<file path="src/rtl/execute_ctl_hs_if.sv">
// Handshake and bus bundle between decode/regfile, the execute control register and execute.
interface execute_ctl_hs_if #(
  parameter int XLEN = 32
);
  logic            in_valid;
  logic            in_ready;
  logic [XLEN-1:0] data_a;
  logic [XLEN-1:0] data_b;
  logic [XLEN-1:0] pc_de;
  logic [31:0]     instruction;
  logic            flush;
  logic            out_valid;
  logic            out_ready;
  logic [1:0]      a_sel;
  logic            b_sel;
  logic [3:0]      imm_sel;
  logic [3:0]      alu_sel;
  logic            sign;
  logic [2:0]      br_expect;
  logic            illegal;
  logic [XLEN-1:0] data_a_exe;
  logic [XLEN-1:0] data_b_exe;
  logic [XLEN-1:0] pc_exe;
  logic [31:0]     instr_exe;

  modport slave (
    input  in_valid, data_a, data_b, pc_de, instruction, flush, out_ready,
    output in_ready, out_valid, a_sel, b_sel, imm_sel, alu_sel, sign, br_expect,
           illegal, data_a_exe, data_b_exe, pc_exe, instr_exe
  );

  modport master (
    output in_valid, data_a, data_b, pc_de, instruction, flush, out_ready,
    input  in_ready, out_valid, a_sel, b_sel, imm_sel, alu_sel, sign, br_expect,
           illegal, data_a_exe, data_b_exe, pc_exe, instr_exe
  );
endinterface

</file>
<file path="src/rtl/execute_ctl_hs.sv">
// ID/EX control register with valid/ready handshakes, flush and a multi-cycle WAIT state.
// Define EXE_CTL_MEXT_EN to decode RV32M and hold issue for MUL_LAT/DIV_LAT cycles.
module execute_ctl_hs #(
  parameter int          XLEN      = 32,
  parameter int          MUL_LAT   = 2,
  parameter int          DIV_LAT   = 8,
  parameter logic [31:0] NOP_INSTR = 32'h0000_0013
) (
  input logic              clk,
  input logic              rst_n,
  execute_ctl_hs_if.slave  bus
);
  localparam logic [1:0] ST_EMPTY = 2'd0;
  localparam logic [1:0] ST_FULL  = 2'd1;
  localparam logic [3:0] ALU_BUB  = 4'b0110;

  if (MUL_LAT < 1 || DIV_LAT < 1) begin : g_bad_lat
    $error("execute_ctl_hs: MUL_LAT and DIV_LAT must be >= 1");
  end

`ifdef EXE_CTL_MEXT_EN
  localparam logic [1:0] ST_WAIT = 2'd2;
  localparam int LAT_MAX = (MUL_LAT > DIV_LAT) ? MUL_LAT : DIV_LAT;
  localparam int CNT_W   = $clog2(LAT_MAX + 1);
  localparam logic [CNT_W-1:0] MUL_CNT = CNT_W'(MUL_LAT - 1);
  localparam logic [CNT_W-1:0] DIV_CNT = CNT_W'(DIV_LAT - 1);
  logic [CNT_W-1:0] cnt_q, cnt_d;
  logic dec_mul, dec_div;
`endif

  logic [1:0]      state_q, state_d;
  logic [1:0]      a_sel_q, a_sel_d, dec_a_sel;
  logic            b_sel_q, b_sel_d, dec_b_sel;
  logic [3:0]      imm_sel_q, imm_sel_d, dec_imm_sel;
  logic [3:0]      alu_sel_q, alu_sel_d, dec_alu_sel;
  logic            sign_q, sign_d, dec_sign;
  logic [2:0]      br_expect_q, br_expect_d, dec_br_expect;
  logic            illegal_q, illegal_d;
  logic            dec_legal;
  logic [XLEN-1:0] data_a_exe_q, data_a_exe_d, data_b_exe_q, data_b_exe_d;
  logic [XLEN-1:0] pc_exe_q, pc_exe_d;
  logic [31:0]     instr_exe_q, instr_exe_d;
  logic            in_ready, accept, load, bubble;

  logic [6:0] opcode, funct7;
  logic [2:0] funct3;
  assign opcode = bus.instruction[6:0];
  assign funct3 = bus.instruction[14:12];
  assign funct7 = bus.instruction[31:25];

  always_comb begin
    dec_a_sel     = 2'd0;
    dec_b_sel     = 1'b1;
    dec_imm_sel   = 4'd0;
    dec_alu_sel   = ALU_BUB;
    dec_sign      = 1'b0;
    dec_br_expect = 3'd0;
    dec_legal     = 1'b1;
`ifdef EXE_CTL_MEXT_EN
    dec_mul       = 1'b0;
    dec_div       = 1'b0;
`endif
    case (opcode)
      7'b0110111: dec_imm_sel = 4'd4;
      7'b0010111: begin dec_a_sel = 2'd1; dec_imm_sel = 4'd4; dec_alu_sel = 4'b0011; end
      7'b1101111: begin
        dec_a_sel = 2'd1; dec_imm_sel = 4'd5; dec_alu_sel = 4'b0011; dec_sign = 1'b1;
      end
      7'b1100111: begin
        dec_imm_sel = 4'd1; dec_alu_sel = 4'b0011; dec_sign = 1'b1;
        dec_legal = (funct3 == 3'b000);
      end
      7'b1100011: begin
        dec_a_sel = 2'd1; dec_imm_sel = 4'd3; dec_alu_sel = 4'b0011;
        case (funct3)
          3'b000:  dec_br_expect = 3'd1;
          3'b001:  dec_br_expect = 3'd2;
          3'b100:  dec_br_expect = 3'd3;
          3'b101:  dec_br_expect = 3'd4;
          3'b110:  dec_br_expect = 3'd5;
          3'b111:  dec_br_expect = 3'd6;
          default: dec_legal = 1'b0;
        endcase
      end
      7'b0000011: begin
        dec_imm_sel = 4'd1; dec_alu_sel = 4'b0011;
        case (funct3)
          3'b000, 3'b001, 3'b010: dec_sign = 1'b1;
          3'b100, 3'b101:         dec_sign = 1'b0;
          default:                dec_legal = 1'b0;
        endcase
      end
      7'b0100011: begin
        dec_imm_sel = 4'd2; dec_alu_sel = 4'b0011; dec_sign = 1'b1;
        dec_legal = (funct3 <= 3'b010);
      end
      7'b0010011: begin
        dec_imm_sel = 4'd1;
        case (funct3)
          3'b000: begin dec_alu_sel = 4'b0011; dec_sign = 1'b1; end
          3'b010: dec_alu_sel = 4'b1100;
          3'b011: dec_alu_sel = 4'b1011;
          3'b100: begin dec_alu_sel = 4'b0010; dec_sign = 1'b1; end
          3'b110: begin dec_alu_sel = 4'b0001; dec_sign = 1'b1; end
          3'b111: begin dec_alu_sel = 4'b0000; dec_sign = 1'b1; end
          3'b001: begin dec_alu_sel = 4'b0111; dec_legal = (funct7 == 7'b0000000); end
          default: begin
            if (funct7 == 7'b0000000)      dec_alu_sel = 4'b1000;
            else if (funct7 == 7'b0100000) dec_alu_sel = 4'b1010;
            else                           dec_legal = 1'b0;
          end
        endcase
      end
      7'b0110011: begin
        dec_b_sel = 1'b0;
        if (funct7 == 7'b0000000) begin
          case (funct3)
            3'b000:  dec_alu_sel = 4'b0011;
            3'b001:  dec_alu_sel = 4'b0111;
            3'b010:  dec_alu_sel = 4'b1100;
            3'b011:  dec_alu_sel = 4'b1011;
            3'b100:  dec_alu_sel = 4'b0010;
            3'b101:  dec_alu_sel = 4'b1000;
            3'b110:  dec_alu_sel = 4'b0001;
            default: dec_alu_sel = 4'b0000;
          endcase
        end else if (funct7 == 7'b0100000 && funct3 == 3'b000) begin
          dec_alu_sel = 4'b0100;
        end else if (funct7 == 7'b0100000 && funct3 == 3'b101) begin
          dec_alu_sel = 4'b1010;
`ifdef EXE_CTL_MEXT_EN
        end else if (funct7 == 7'b0000001) begin
          // MUL variant stays recoverable from funct3 in instr_exe
          dec_mul     = ~funct3[2];
          dec_div     = funct3[2];
          dec_alu_sel = funct3[2] ? 4'b1110 : 4'b1101;
`endif
        end else begin
          dec_legal = 1'b0;
        end
      end
      7'b0001111: begin dec_alu_sel = 4'b0000; dec_b_sel = 1'b0; dec_legal = (funct3 == 3'b000); end
      7'b1110011: begin
        dec_alu_sel = 4'b0000; dec_b_sel = 1'b0;
        dec_legal = (bus.instruction == 32'h0000_0073) || (bus.instruction == 32'h0010_0073);
      end
      default: dec_legal = 1'b0;
    endcase
    if (!dec_legal) begin
      dec_a_sel = 2'd0; dec_b_sel = 1'b0; dec_imm_sel = 4'd0; dec_alu_sel = 4'b0000;
      dec_sign = 1'b0; dec_br_expect = 3'd0;
`ifdef EXE_CTL_MEXT_EN
      dec_mul = 1'b0; dec_div = 1'b0;
`endif
    end
  end

  assign in_ready = (state_q == ST_EMPTY) || (state_q == ST_FULL && bus.out_ready);
  assign accept   = bus.in_valid && in_ready;

  always_comb begin
    load    = 1'b0;
    bubble  = 1'b0;
    state_d = state_q;
`ifdef EXE_CTL_MEXT_EN
    cnt_d   = cnt_q;
`endif
    if (bus.flush) begin
      bubble  = 1'b1;
      state_d = ST_EMPTY;
`ifdef EXE_CTL_MEXT_EN
      cnt_d   = '0;
`endif
    end else begin
      case (state_q)
        ST_EMPTY: load = accept;
        ST_FULL: begin
          if (bus.out_ready) begin
            load = accept;
            if (!accept) begin
              bubble  = 1'b1;
              state_d = ST_EMPTY;
            end
          end
        end
`ifdef EXE_CTL_MEXT_EN
        ST_WAIT: begin
          if (cnt_q == '0) state_d = ST_FULL;
          else             cnt_d   = cnt_q - CNT_W'(1);
        end
`endif
        default: begin
          bubble  = 1'b1;
          state_d = ST_EMPTY;
        end
      endcase
      if (load) begin
        state_d = ST_FULL;
`ifdef EXE_CTL_MEXT_EN
        if (dec_mul && MUL_LAT > 1) begin
          state_d = ST_WAIT;
          cnt_d   = MUL_CNT;
        end else if (dec_div && DIV_LAT > 1) begin
          state_d = ST_WAIT;
          cnt_d   = DIV_CNT;
        end
`endif
      end
    end
  end

  always_comb begin
    a_sel_d      = a_sel_q;
    b_sel_d      = b_sel_q;
    imm_sel_d    = imm_sel_q;
    alu_sel_d    = alu_sel_q;
    sign_d       = sign_q;
    br_expect_d  = br_expect_q;
    illegal_d    = illegal_q;
    data_a_exe_d = data_a_exe_q;
    data_b_exe_d = data_b_exe_q;
    pc_exe_d     = pc_exe_q;
    instr_exe_d  = instr_exe_q;
    if (bubble) begin
      a_sel_d = 2'd0; b_sel_d = 1'b1; imm_sel_d = 4'd0; alu_sel_d = ALU_BUB;
      sign_d = 1'b0; br_expect_d = 3'd0; illegal_d = 1'b0;
      data_a_exe_d = '0; data_b_exe_d = '0; pc_exe_d = '0; instr_exe_d = NOP_INSTR;
    end else if (load) begin
      a_sel_d = dec_a_sel; b_sel_d = dec_b_sel; imm_sel_d = dec_imm_sel;
      alu_sel_d = dec_alu_sel; sign_d = dec_sign; br_expect_d = dec_br_expect;
      illegal_d = ~dec_legal;
      data_a_exe_d = bus.data_a; data_b_exe_d = bus.data_b;
      pc_exe_d = bus.pc_de; instr_exe_d = bus.instruction;
    end
  end

  always_ff @(posedge clk or negedge rst_n) begin
    if (!rst_n) begin
      state_q      <= ST_EMPTY;
      a_sel_q      <= 2'd0;
      b_sel_q      <= 1'b1;
      imm_sel_q    <= 4'd0;
      alu_sel_q    <= ALU_BUB;
      sign_q       <= 1'b0;
      br_expect_q  <= 3'd0;
      illegal_q    <= 1'b0;
      data_a_exe_q <= '0;
      data_b_exe_q <= '0;
      pc_exe_q     <= '0;
      instr_exe_q  <= NOP_INSTR;
    end else begin
      state_q      <= state_d;
      a_sel_q      <= a_sel_d;
      b_sel_q      <= b_sel_d;
      imm_sel_q    <= imm_sel_d;
      alu_sel_q    <= alu_sel_d;
      sign_q       <= sign_d;
      br_expect_q  <= br_expect_d;
      illegal_q    <= illegal_d;
      data_a_exe_q <= data_a_exe_d;
      data_b_exe_q <= data_b_exe_d;
      pc_exe_q     <= pc_exe_d;
      instr_exe_q  <= instr_exe_d;
    end
  end

`ifdef EXE_CTL_MEXT_EN
  always_ff @(posedge clk or negedge rst_n) begin
    if (!rst_n) cnt_q <= '0;
    else        cnt_q <= cnt_d;
  end
`endif

  assign bus.in_ready   = in_ready;
  assign bus.out_valid  = (state_q == ST_FULL);
  assign bus.a_sel      = a_sel_q;
  assign bus.b_sel      = b_sel_q;
  assign bus.imm_sel    = imm_sel_q;
  assign bus.alu_sel    = alu_sel_q;
  assign bus.sign       = sign_q;
  assign bus.br_expect  = br_expect_q;
  assign bus.illegal    = illegal_q;
  assign bus.data_a_exe = data_a_exe_q;
  assign bus.data_b_exe = data_b_exe_q;
  assign bus.pc_exe     = pc_exe_q;
  assign bus.instr_exe  = instr_exe_q;
endmodule

</file>
<file path="src/flat_wrapper.sv">
// flat-port wrapper written by rule: the top's interface ports become plain ports
module execute_ctl_hs_flat 
#(
  parameter int          XLEN      = 32,
  parameter int          MUL_LAT   = 2,
  parameter int          DIV_LAT   = 8,
  parameter logic [31:0] NOP_INSTR = 32'h0000_0013
)
  (clk, rst_n, bus_in_valid, bus_data_a, bus_data_b, bus_pc_de, bus_instruction, bus_flush, bus_out_ready, bus_in_ready, bus_out_valid, bus_a_sel, bus_b_sel, bus_imm_sel, bus_alu_sel, bus_sign, bus_br_expect, bus_illegal, bus_data_a_exe, bus_data_b_exe, bus_pc_exe, bus_instr_exe);
  execute_ctl_hs_if #(.XLEN(XLEN)) bus_i ();
  input logic clk;
  input logic rst_n;
  input wire logic [$bits(bus_i.in_valid)-1:0] bus_in_valid;
  input wire logic [$bits(bus_i.data_a)-1:0] bus_data_a;
  input wire logic [$bits(bus_i.data_b)-1:0] bus_data_b;
  input wire logic [$bits(bus_i.pc_de)-1:0] bus_pc_de;
  input wire logic [$bits(bus_i.instruction)-1:0] bus_instruction;
  input wire logic [$bits(bus_i.flush)-1:0] bus_flush;
  input wire logic [$bits(bus_i.out_ready)-1:0] bus_out_ready;
  output wire logic [$bits(bus_i.in_ready)-1:0] bus_in_ready;
  output wire logic [$bits(bus_i.out_valid)-1:0] bus_out_valid;
  output wire logic [$bits(bus_i.a_sel)-1:0] bus_a_sel;
  output wire logic [$bits(bus_i.b_sel)-1:0] bus_b_sel;
  output wire logic [$bits(bus_i.imm_sel)-1:0] bus_imm_sel;
  output wire logic [$bits(bus_i.alu_sel)-1:0] bus_alu_sel;
  output wire logic [$bits(bus_i.sign)-1:0] bus_sign;
  output wire logic [$bits(bus_i.br_expect)-1:0] bus_br_expect;
  output wire logic [$bits(bus_i.illegal)-1:0] bus_illegal;
  output wire logic [$bits(bus_i.data_a_exe)-1:0] bus_data_a_exe;
  output wire logic [$bits(bus_i.data_b_exe)-1:0] bus_data_b_exe;
  output wire logic [$bits(bus_i.pc_exe)-1:0] bus_pc_exe;
  output wire logic [$bits(bus_i.instr_exe)-1:0] bus_instr_exe;
  assign bus_i.in_valid = bus_in_valid;
  assign bus_i.data_a = bus_data_a;
  assign bus_i.data_b = bus_data_b;
  assign bus_i.pc_de = bus_pc_de;
  assign bus_i.instruction = bus_instruction;
  assign bus_i.flush = bus_flush;
  assign bus_i.out_ready = bus_out_ready;
  assign bus_in_ready = bus_i.in_ready;
  assign bus_out_valid = bus_i.out_valid;
  assign bus_a_sel = bus_i.a_sel;
  assign bus_b_sel = bus_i.b_sel;
  assign bus_imm_sel = bus_i.imm_sel;
  assign bus_alu_sel = bus_i.alu_sel;
  assign bus_sign = bus_i.sign;
  assign bus_br_expect = bus_i.br_expect;
  assign bus_illegal = bus_i.illegal;
  assign bus_data_a_exe = bus_i.data_a_exe;
  assign bus_data_b_exe = bus_i.data_b_exe;
  assign bus_pc_exe = bus_i.pc_exe;
  assign bus_instr_exe = bus_i.instr_exe;
  execute_ctl_hs #(.XLEN(XLEN), .MUL_LAT(MUL_LAT), .DIV_LAT(DIV_LAT), .NOP_INSTR(NOP_INSTR)) u_core (.clk(clk), .rst_n(rst_n), .bus(bus_i));
endmodule
</file>
<file path="config.mk">
export PLATFORM = sky130hd
export DESIGN_NAME = execute_ctl_hs_flat
export DESIGN_NICKNAME = d
export VERILOG_FILES = /design/src/rtl/execute_ctl_hs_if.sv /design/src/rtl/execute_ctl_hs.sv /design/src/flat_wrapper.sv
export SDC_FILE = /design/constraint.sdc
export NUM_CORES = 1
export LEC_CHECK = 0
export CAP_MARGIN = 20
export CORE_MARGIN = 2
export CORE_UTILIZATION = 35
export DETAILED_ROUTE_END_ITERATION = 12
export MAX_ROUTING_LAYER = met4
export PLACE_DENSITY = 0.71
export SYNTH_ARGS = -nofsm -noshare
export SYNTH_HDL_FRONTEND = slang
export SYNTH_SLANG_ARGS = --single-unit
export TNS_END_PERCENT = 20
</file>
<file path="constraint.sdc">
create_clock -name clk -period 2.34 [get_ports clk]
set_input_delay 0.702 -clock clk [delete_from_list [all_inputs] [get_ports clk]]
set_output_delay 0.702 -clock clk [all_outputs]
set_load 0.02 [all_outputs]
</file>
==> flow_summary.json <==
{
  "cts_setup_buffers": 0,
  "post_synth_instance_area_um2": 5770,
  "detail_route.first_pass.iterations": 4,
  "initial_utilization": 0.360,
  "timing.critical_path.slowest_stage_cell": "clkdlybuf4s50_1",
  "clock_pin_slew_on_the_worst_setup_and_hold_paths_ps": 70,
  "fin_worst_skew_ps": 10.5,
  "h-tree-depth": 4,
  "synth_enable_flop_cells": 0,
  "die-width_um": 132,
  "ratio_of_routed_vias_to_standard_cells": 5.17,
  "ys_types": 49,
  "clk_root_buffer_cell": "clkbuf_16",
  "dp_slack_ps": -645,
  "grt_pass1_vias": 5255,
  "timing.hold.worst.class": "input port to asynchronous set/reset pin",
  "post-route-worst-setup-slack_ps": 41.3,
  "path_max_fanout": 2,
  "period_needed_ps": 2300,
  "reg2reg_to": "u_core.bus.br_expect[0]",
  "power_density_nw_per_um2": 680,
  "total_leakage_power_uw": 0.00439,
  "synthArstFlopShare": 1.00,
  "total_of_flip_flops_plus_latches_after_synthesis": 143,
  "core_area_um2": 16000,
  "post_cts_hold_buffer_count": 0,
  "pin_count": 279,
  "hpwlAfterDp_um": 13800,
  "detail_route.drc_violations": 0,
  "irDropWorstVdd_v": 0.000467,
  "sequential_cell_area_um2": 3590,
  "fp.dieH_um": 132,
  "setup_repair_after_global_routing_missed_its_margin": "no",
  "number_of_clock_buffers_inserted_by_tritoncts": 17,
  "drtAntennaViolNets": 0,
  "max_clock_freq_ghz": 0.435,
  "yosys.area.top_type": "dfrtp_1",
  "max_cap_violation_count": 0,
  "input_output_buffers": 276,
  "max_stage_delay_ps": 640,
  "num_vias": 5286,
  "crit_cells": 1,
  "max-clock-path-buffers": 2,
  "drt-initial-drc-count": 262,
  "run_status": "finished, final reports clean",
  "period_share": 0.982,
  "ys_warn_count": 0,
  "rr_startpoint": "u_core.state_q[0]",
  "grt_first_pass_wirelength_um": 29000,
  "die-area_um2": 17500,
  "worst_ep_required_time_ps": 1640,
  "report.power.total_uw": 6740,
  "multi_input_area_um2": 2050,
  "crit_buf_inv": 1,
  "worst_setup_path_start_kind": "flop",
  "fin_nets": 927,
  "wl_per_cell_um": 18.4,
  "synth.top_cells.by_count": "137 x dfrtp_1, 114 x a22o_1, 44 x nand2_1",
  "yosysSeqAreaShare": 0.622,
  "tritoncts_clock_tree": "done",
  "grt_max_degree": 50,
  "critical_path.startpoint": "u_core.bus.alu_sel[2]",
  "global_route.usage.total": 0.217,
  "num-fill-cells": 1258,
  "area_share_of_the_largest_cell_type_after_synthesis": 0.594,
  "clk_latency_ps": 420,
  "crit_path_end": "bus_alu_sel[2]",
  "cts.sinks": 143,
  "layout-drive-gt1-share": 0.164,
  "timing.critical_path.cells": "clkdlybuf4s50_1",
  "grt-ovfl-total": 0,
  "r2r_slack_ps": 610,
  "area_growth_pct": 72.0,
  "synth.top_cells.by_area": "dfrtp_1 59%, a22o_1 17%, nand2_1 2.9%",
  "worst_r2r_path_depth": 6,
  "worstSetupPathType": "flop to output pin",
  "slew_viol_final": 0,
  "cp.arrival_ps": 1600,
  "yosys.cell_count.top_type": "dfrtp_1",
  "hold_ws_ps": 214,
  "cells_after_synthesis": 474,
  "fin_setup_tns_ps": 0,
  "grt_antenna_before_repair": 1,
  "critical_path.top_delay_family": "buffers and inverters",
  "final-hold-violation-count": 0,
  "utilization": 0.620,
  "num_rows": 46,
  "critical_path.endpoint_type": "output pin",
  "gp_congestion": 0.905,
  "final-setup-viol-count": 0,
  "postRouteWirelength_um": 18800,
  "synthFlopType": "dfrtp_1",
  "synth.avg_cell_area_um2": 12.2
}
## sequential cells by signal (all words and copies together), names as in the netlist
name / flops
u_core.bus.a_sel: 1
u_core.bus.pc_exe: 32
u_core.bus.br_expect: 3
u_core.bus.illegal: 1
u_core.state_q: 1
u_core.bus.imm_sel: 3
u_core.bus.b_sel: 1
u_core.bus.alu_sel: 4
u_core.bus.sign: 1
u_core.bus.data_b_exe: 32
u_core.bus.instr_exe: 32
u_core.bus.data_a_exe: 32
## metrics by stage
step / cells / cell area, um2
2_1_floorplan: 475 / 5770
3_3_place_gp: 990 / 9220
3_5_place_dp: 990 / 9220
4_1_cts: 1022 / 9880
5_1_grt: 1023 / 9920
6_report: 1023 / 9920
## metal layers
| metal | track usage | part of all wire |
|---|---|---|
| met5 | - | 0 |
| met2 | 0.353 | 0.50 |
| met4 | 0.0711 | 0.011 |
| met1 | 0.261 | 0.41 |
| met3 | 0.0611 | 0.079 |
## logic make-up (layout without fill, tap and decap cells)
kind of cell           count (synthesis)  in the layout  share of synthesized area
AO/OA/AOI/OAI                        180            180                      0.249
flip-flops                           143            143                      0.622
AND/OR/NAND/NOR                       98             99                     0.0835
buffers and inverters                 50            380                     0.0416
other                                  1              3                   0.000650
XOR/XNOR                               1              1                    0.00152
multiplexers                           1              1                    0.00195
## worst register-to-register path, stage by stage (launching register included)
cell,delay (ps)
dfrtp_1,430
nand2b_4,100
and2_1,140
or2b_2,330
nor3_2,220
nand2_1,130
o31ai_1,270
## timing repair
| action | CTS | global route |
|---|---|---|
| endpoints found under the setup margin | 10 | 12 |
| pin swaps | 7 | 5 |
| resized for setup | 22 | 7 |
| cloned | 1 | 0 |
## cells in the final DEF (no fill, tap or decap), types with 3 or more instances in the layout
cell             Yosys  final
clkdlybuf4s50_1      0    269
dfrtp_1            137    137
a22o_1             114    114
buf_4                3     58
nand2_1             44     44
o21ai_0             19     19
clkbuf_16            0     17
a21oi_1             19     16
nor2_1              16     14
buf_12               0      9
nor3_1               8      7
inv_1                6      6
nand3_1              6      6
dfstp_2              6      6
nand4_1              5      5
a31oi_1              4      4
a32o_1               4      4
o31ai_1              3      3
a22o_2               3      3
nor4_1               5      3
nand2b_1             4      3
clkinv_4             0      3
inv_6                0      3
bufinv_16            0      3
## cell type report
type                            instances  area share
Clock inverter                         11      0.0156
Multi-Input combinational cell        283       0.207
Tap cell                              216      0.0272
Clock buffer                           20      0.0460
Inverter                                6     0.00227
Timing Repair Buffer                  343       0.340
Sequential cell                       143       0.362
Antenna cell                            1    0.000252
## power breakdown
| part | total (uW) | leakage [uW] | switching (uW) | internal (uW) |
|---|---|---|---|---|
| clock | 2820 | 0.000297 | 1080 | 1740 |
| combinational | 1220 | 0.00219 | 576 | 643 |
| sequential | 2700 | 0.00190 | 82.0 | 2620 |
| total | 6740 | 0.00439 | 1740 | 5000 |
## worst min path at each step
stage	start	end	cells after the start
final	rst_n	u_core.bus.imm_sel[2]	1
after global routing	rst_n	u_core.bus.imm_sel[2]	1
after CTS	rst_n	u_core.bus.imm_sel[2]	1
after detailed placement	u_core.bus.instr_exe[5]	u_core.bus.instr_exe[5]	2
after global placement	u_core.bus.br_expect[0]	u_core.bus.br_expect[0]	2
after floorplan	rst_n	u_core.bus.a_sel[0]	0
Note: power is estimated with default switching activity, not from simulation.
==> edit 1: new RTL, config.mk and constraints unchanged <==
`XLEN` is set to 32 in 3 places; all go to 48.
--- a/src/rtl/execute_ctl_hs_if.sv
+++ b/src/rtl/execute_ctl_hs_if.sv
@@ -1,6 +1,6 @@
 // Handshake and bus bundle between decode/regfile, the execute control register and execute.
 interface execute_ctl_hs_if #(
-  parameter int XLEN = 32
+  parameter int XLEN = 48
 );
   logic            in_valid;
   logic            in_ready;
--- a/src/rtl/execute_ctl_hs.sv
+++ b/src/rtl/execute_ctl_hs.sv
@@ -1,7 +1,7 @@
 // ID/EX control register with valid/ready handshakes, flush and a multi-cycle WAIT state.
 // Define EXE_CTL_MEXT_EN to decode RV32M and hold issue for MUL_LAT/DIV_LAT cycles.
 module execute_ctl_hs #(
-  parameter int          XLEN      = 32,
+  parameter int          XLEN      = 48,
   parameter int          MUL_LAT   = 2,
   parameter int          DIV_LAT   = 8,
   parameter logic [31:0] NOP_INSTR = 32'h0000_0013
--- a/src/flat_wrapper.sv
+++ b/src/flat_wrapper.sv
@@ -1,7 +1,7 @@
 // flat-port wrapper written by rule: the top's interface ports become plain ports
 module execute_ctl_hs_flat 
 #(
-  parameter int          XLEN      = 32,
+  parameter int          XLEN      = 48,
   parameter int          MUL_LAT   = 2,
   parameter int          DIV_LAT   = 8,
   parameter logic [31:0] NOP_INSTR = 32'h0000_0013
Interface: changed (6 resized); port bits go from 279 to 375. The function was not compared with the original's and may differ.
==> edit 1 against the unedited design <==
Power grew 19%; cell count grew 26%; setup slack gained 0.0056 ns; synthesized area grew 30%; sequential power grew 33%; wire length grew 35%; cell area grew 28%; fmax grew 0.24%; sequential share of layout area grew 1.4 points; combinational power grew 34%; sequential cell count grew 48; largest cell class unchanged.
==> edit 1: results (changes against the unedited design) <==
* Gr usage total at 22.43% (was 21.71%)
* Final hold slack at 0.1993 ns (was 0.2140 ns)
* Max clock buf depth at 2 (unchanged)
* HPWL Detailed at 18760 um (was 13830 um)
* R2R Path Start: u_core.state_q[0]$_DFFE_PN0P_ (unchanged)
* Ys Warns at 0 (unchanged)
* Crit-path max cell delay at 0.61 ns (was 0.64 ns)
* Delay-heaviest family, CP: buffers and inverters (unchanged)
* Avg Vias per Cell at 5.169 (was 5.167)
* GP Congestion at 0.9318 (was 0.9052)
* Clock-pin slew on the worst setup and hold paths at 0.08 ns
* Peak VDD IR at 455.2 uV (was 467.4 uV)
* DP Worst Slack at -0.3612 ns (was -0.6446 ns)
* Largest net degree at the start of global routing at 53 (was 50)
* R2R Setup Slk at 0.64 ns (was 0.61 ns)
* First-pass DRT Iterations at 5 (was 4)
* Ys async rst share at 100.0% (unchanged)
* Crit path max-delay cell type: clkdlybuf4s50_1 (unchanged)
* Vias in the first global route at 6734 (was 5255)
* # setup viols final at 0 (unchanged)
* Filler cell count at 1708 (was 1258)
* Congestion Overflow GR at 0 (unchanged)
* Worst-Skew Late Latency at 0.43 ns
* CP max FO at 2 (unchanged)
* Status: finished clean (unchanged)
* Synth cell types at 59 (was 49)
* Drt wl/cell at 19.60 um (was 18.39 um)
* Critical path arrival at 1.59 ns
* R2r worst-path depth at 7 (was 6)
* Htree depth at 4 (unchanged)
* Leakage power at 5.608 nW (was 4.393 nW)
* Total CTS buffers at 17 (unchanged)
* Seq/Total Area, Yosys at 63.71% (was 62.17%)
* Top post-synthesis cells by count: dfrtp_1 (185), a22o_1 (165), nand2_1 (33) (was dfrtp_1 (137), a22o_1 (114), nand2_1 (44))
* Drt initial violations at 334 (was 262)
* Initial antenna violation count at 1 (unchanged)
* Final Skew at 0.01890 ns (was 0.01051 ns)
* Crit Reg-Reg Endpoint: u_core.bus.pc_exe[8]$_DFFE_PN0P_ (was u_core.bus.br_expect[0]$_DFFE_PN0P_)
* Main area contributors after synthesis: dfrtp_1 (62%), a22o_1 (19%), dfstp_2 (2.1%), nand2_1 (1.6%), buf_2 (1.2%) (was dfrtp_1 (59%), a22o_1 (17%), nand2_1 (2.9%), dfstp_2 (2.7%), clkbuf_1 (2.0%))
* IO Port Bufs at 372 (was 276)
* First-pass GRT wire length at 38090 um (was 29010 um)
* Share of post-route cells with drive strength above 1 at 13.77% (was 16.38%)
* Final nets at 1186 (was 927)
* Min-Delay Path Class: primary input to async pin (unchanged)
* CTS Root Cell: clkbuf_16 (unchanged)
edit 1: cell types whose count changed after synthesis, moves of 4 or more:
| cell | delta |
|---|---|
| a22o_1 | +51 |
| dfrtp_1 | +48 |
| buf_2 | +17 |
| o21ai_0 | -15 |
| nand2_1 | -11 |
| o21ai_1 | +8 |
| clkbuf_1 | -7 |
| nor2b_1 | +5 |
| inv_1 | -4 |
| nand3_1 | +4 |
| nand4_1 | -4 |
edit 1: final cells by class:
cell class | count | share of cell area [%]
flip-flops and latches | 191 | 37.56
repair buffers | 457 | 35.65
multi-input cells | 334 | 19.58
clock buffers | 18 | 3.367
well taps | 275 | 2.700
clock inverters | 13 | 1.011
inverters | 4 | 0.1178
diodes | 1 | 0.01963
edit 1: worst max path at each step:
stage                                                   start                                 to  slack, ns  cells past startpoint
after floorplan                                 bus_out_ready  u_core.bus.imm_sel[2]$_DFFE_PN0P_       0.19                      8
after global placement                     bus_instruction[2]  u_core.bus.imm_sel[1]$_DFFE_PN0P_      -0.30                      7
after detailed placement                   bus_instruction[2]    u_core.bus.a_sel[0]$_DFFE_PN0P_      -0.36                      7
after CTS                   u_core.bus.alu_sel[1]$_DFFE_PN1P_                     bus_alu_sel[1]      0.009                      1
after global routing                       bus_instruction[3]  u_core.bus.alu_sel[2]$_DFFE_PN1P_      -0.06                      8
final                     u_core.bus.instr_exe[1]$_DFFE_PN1P_                   bus_instr_exe[1]       0.05                      1
edit 1: what timing repair did:
item	in CTS	in global routing
gates resized for setup	2	9
gates cloned	0	0
endpoints found under the setup margin	1	12
pin swaps	0	1
setup buffers	0	0
edit 1: per-layer routing:
metal | vias up | routed length (um) | GRT usage, %
met2 | 271 | 12470 | 35.59
met3 | 34 | 1866 | 5.182
met4 | 0 | 581 | 7.123
li1 | 3063 | - | -
met5 | - | 0 | -
met1 | 3316 | 10430 | 28.59
edit 1: stage by stage:
stage	setup TNS, ns	std cells	cell area (sq um)
5_1_grt	-0.06433	1293	12740
6_report	0	1293	12740
2_1_floorplan	0	581	7517
3_5_place_dp	-17.25	1261	12160
3_3_place_gp	-11.35	1261	12160
4_1_cts	0	1292	12710
edit 1: power by group:
group | switching (mW) | internal (mW) | total (mW)
Clock | 1.39 | 1.40 | 2.80
Combinational | 0.760 | 0.870 | 1.63
Sequential | 0.105 | 3.49 | 3.60
edit 1: logic make-up after synthesis:
| family | Yosys count | share of synthesized area, % |
|---|---|---|
| AO/OA/AOI/OAI | 229 | 25.10 |
| XOR/XNOR | 2 | 0.2332 |
| AND/OR/NAND/NOR | 101 | 7.261 |
| other | 1 | 0.04991 |
| buffers and inverters | 56 | 3.647 |
| flip-flops | 191 | 63.71 |
==> edit 2: new RTL, same settings <==
Made on the original files. Take the reset off `imm_sel_q`, `data_a_exe_q` and `data_b_exe_q` and load them in a clocked block of their own.
--- a/src/rtl/execute_ctl_hs.sv
+++ b/src/rtl/execute_ctl_hs.sv
@@ -239,29 +239,29 @@
       state_q      <= ST_EMPTY;
       a_sel_q      <= 2'd0;
       b_sel_q      <= 1'b1;
-      imm_sel_q    <= 4'd0;
       alu_sel_q    <= ALU_BUB;
       sign_q       <= 1'b0;
       br_expect_q  <= 3'd0;
       illegal_q    <= 1'b0;
-      data_a_exe_q <= '0;
-      data_b_exe_q <= '0;
       pc_exe_q     <= '0;
       instr_exe_q  <= NOP_INSTR;
     end else begin
       state_q      <= state_d;
       a_sel_q      <= a_sel_d;
       b_sel_q      <= b_sel_d;
-      imm_sel_q    <= imm_sel_d;
       alu_sel_q    <= alu_sel_d;
       sign_q       <= sign_d;
       br_expect_q  <= br_expect_d;
       illegal_q    <= illegal_d;
-      data_a_exe_q <= data_a_exe_d;
-      data_b_exe_q <= data_b_exe_d;
       pc_exe_q     <= pc_exe_d;
       instr_exe_q  <= instr_exe_d;
     end
+  end
+
+  always_ff @(posedge clk) begin
+    imm_sel_q    <= imm_sel_d;
+    data_a_exe_q <= data_a_exe_d;
+    data_b_exe_q <= data_b_exe_d;
   end
 
 `ifdef EXE_CTL_MEXT_EN
Check against the original RTL: not equivalent (Yosys sat finds a counterexample within 4 cycles, from zero or initial values and one cycle with rst_n low).
==> edit 2 against the unedited design <==
Count of clock-buffer cells in the layout fell by 1; non-clock buffer count increased by 20; sequential cell count stayed put; first-iteration DRC count decreased by 14%; die area increased by 3.4%; cell area increased by 2.8%; setup slack better by 0.012 ns; wire length is 7.6% higher; synthesized area grew 3.5%; power is 2.7% lower; critical endpoint is now bus_alu_sel[1].
==> edit 2: results (changes against the unedited design) <==
* Status: finished clean (unchanged)
* Seq/Total Area, Yosys at 54.43% (was 62.17%)
* Crit path capture: bus_alu_sel[1] (was bus_alu_sel[2])
* Initial antenna violation count at 0 (was 1)
* Final Skew at 0.004482 ns (was 0.01051 ns)
* GP Congestion at 0.8724 (was 0.9052)
* Main area contributors after synthesis: dfrtp_1 (29%), dfxtp_1 (22%), nand2_1 (13%), a21oi_1 (8.5%), a22o_1 (4.5%) (was dfrtp_1 (59%), a22o_1 (17%), nand2_1 (2.9%), dfstp_2 (2.7%), clkbuf_1 (2.0%))
* Max clock buf depth at 2 (unchanged)
* Vias in the first global route at 6100 (was 5255)
* Synth Area in XOR/XNOR at 0.4400% (was 0.1518%)
* R2r worst-path depth at 7 (was 6)
* Avg Vias per Cell at 4.928 (was 5.167)
* Setup Fix Bufs, Post-CTS at 0 (unchanged)
* HPWL Detailed at 14940 um (was 13830 um)
* DP Area at 9553 sq um (was 9219 sq um)
* Ys Warns at 0 (unchanged)
* First-pass GRT wire length at 31800 um (was 29010 um)
* Peak VDD IR at 465.9 uV (was 467.4 uV)
* Crit Reg-Reg Endpoint: u_core.bus.data_a_exe[28]$_SDFFE_PP0P_ (was u_core.bus.br_expect[0]$_DFFE_PN0P_)
* Finished Layout Cells at 1230 (was 1023)
* Diode count at 0 (was 1)
* Top post-synthesis cells by count: nand2_1 (209), a21oi_1 (101), dfrtp_1 (70) (was dfrtp_1 (137), a22o_1 (114), nand2_1 (44))
* Final nets at 1130 (was 927)
* Synth cell types at 62 (was 49)
* Switching share of power at 25.93% (was 25.82%)
* Drt initial violations at 225 (was 262)
* Leakage power at 4.122 nW (was 4.393 nW)
* Met3 WL at 1623 um (was 1489 um)
* Placed cell count at 1198 (was 990)
* R2R Setup Slk at 0.67 ns (was 0.61 ns)
* Largest net degree at the start of global routing at 71 (was 50)
* Post-Synthesis Cells at 668 (was 474)
* Worst Setup SP: u_core.bus.alu_sel[1]$_DFFE_PN1P_ (was u_core.bus.alu_sel[2]$_DFFE_PN1P_)
* Filler cell count at 1468 (was 1258)
* Critical path arrival at 1.58 ns (was 1.60 ns)
* DP Worst Slack at -0.4866 ns (was -0.6446 ns)
* Share of post-route cells with drive strength above 1 at 14.26% (was 16.38%)
* Cts repair resizes at 5 (was 22)
* Post-Route WL at 20230 um (was 18810 um)
* Gr usage total at 22.96% (was 21.71%)
* Mux cell area share after synthesis at 0% (was 0.1952%)
* Final min period at 2.286 ns (was 2.299 ns)
* Met2 wire length at 9550 um (was 9341 um)
* Metal-1 WL at 8802 um (was 7760 um)
* Compound-Gate Fraction of Synth Area at 20.07% (was 24.90%)
* Final hold slack at 0.2310 ns (was 0.2140 ns)
## edit 2: worst register-to-register path, delay by kind of cell, from the launching register on
| family | cells | cell delay (ns) |
|---|---|---|
| and+or+nand+nor | 3 | 0.46 |
| buffers and inverters | 3 | 0.57 |
| DFF | 1 | 0.44 |
| AOI/OAI and AO/OA | 1 | 0.13 |
## edit 2: how the worst min path moves through the flow
stage | startpoint | to
finish | rst_n | u_core.bus.instr_exe[6]$_DFFE_PN0P_
floorplan | rst_n | u_core.bus.a_sel[0]$_DFFE_PN0P_
global route | rst_n | u_core.bus.instr_exe[2]$_DFFE_PN0P_
detailed placement | u_core.bus.data_a_exe[1]$_SDFFE_PP0P_ | u_core.bus.data_a_exe[1]$_SDFFE_PP0P_
CTS | rst_n | u_core.bus.instr_exe[6]$_DFFE_PN0P_
global placement | u_core.bus.data_b_exe[1]$_SDFFE_PP0P_ | u_core.bus.data_b_exe[1]$_SDFFE_PP0P_
## edit 2: power by group through the flow
stage          Sequential, mW  Combinational [mW]  Clock (mW)
2_1_floorplan            2.82               0.317           0
3_3_place_gp             2.68                1.16           0
3_5_place_dp             2.68                1.17           0
4_1_cts                  2.64                1.18        2.83
5_1_grt                  2.65                1.26        2.94
6_report                 2.64                1.17        2.76
## edit 2: cell type report
cell class / count / area, sq um / area share [%]
inverters: 4 / 15.01 / 0.1473
clock buffers: 19 / 432.9 / 4.246
well taps: 220 / 275.3 / 2.700
repair buffers: 363 / 3557 / 34.89
clock inverters: 13 / 162.7 / 1.595
flip-flops and latches: 143 / 3251 / 31.89
multi-input cells: 468 / 2501 / 24.53
## edit 2: layer usage
layer	vias up	global-route usage, %
met5	-	-
met4	0	6.608
met3	19	6.381
met2	242	36.69
met1	2843	28.53
li1	2958	-
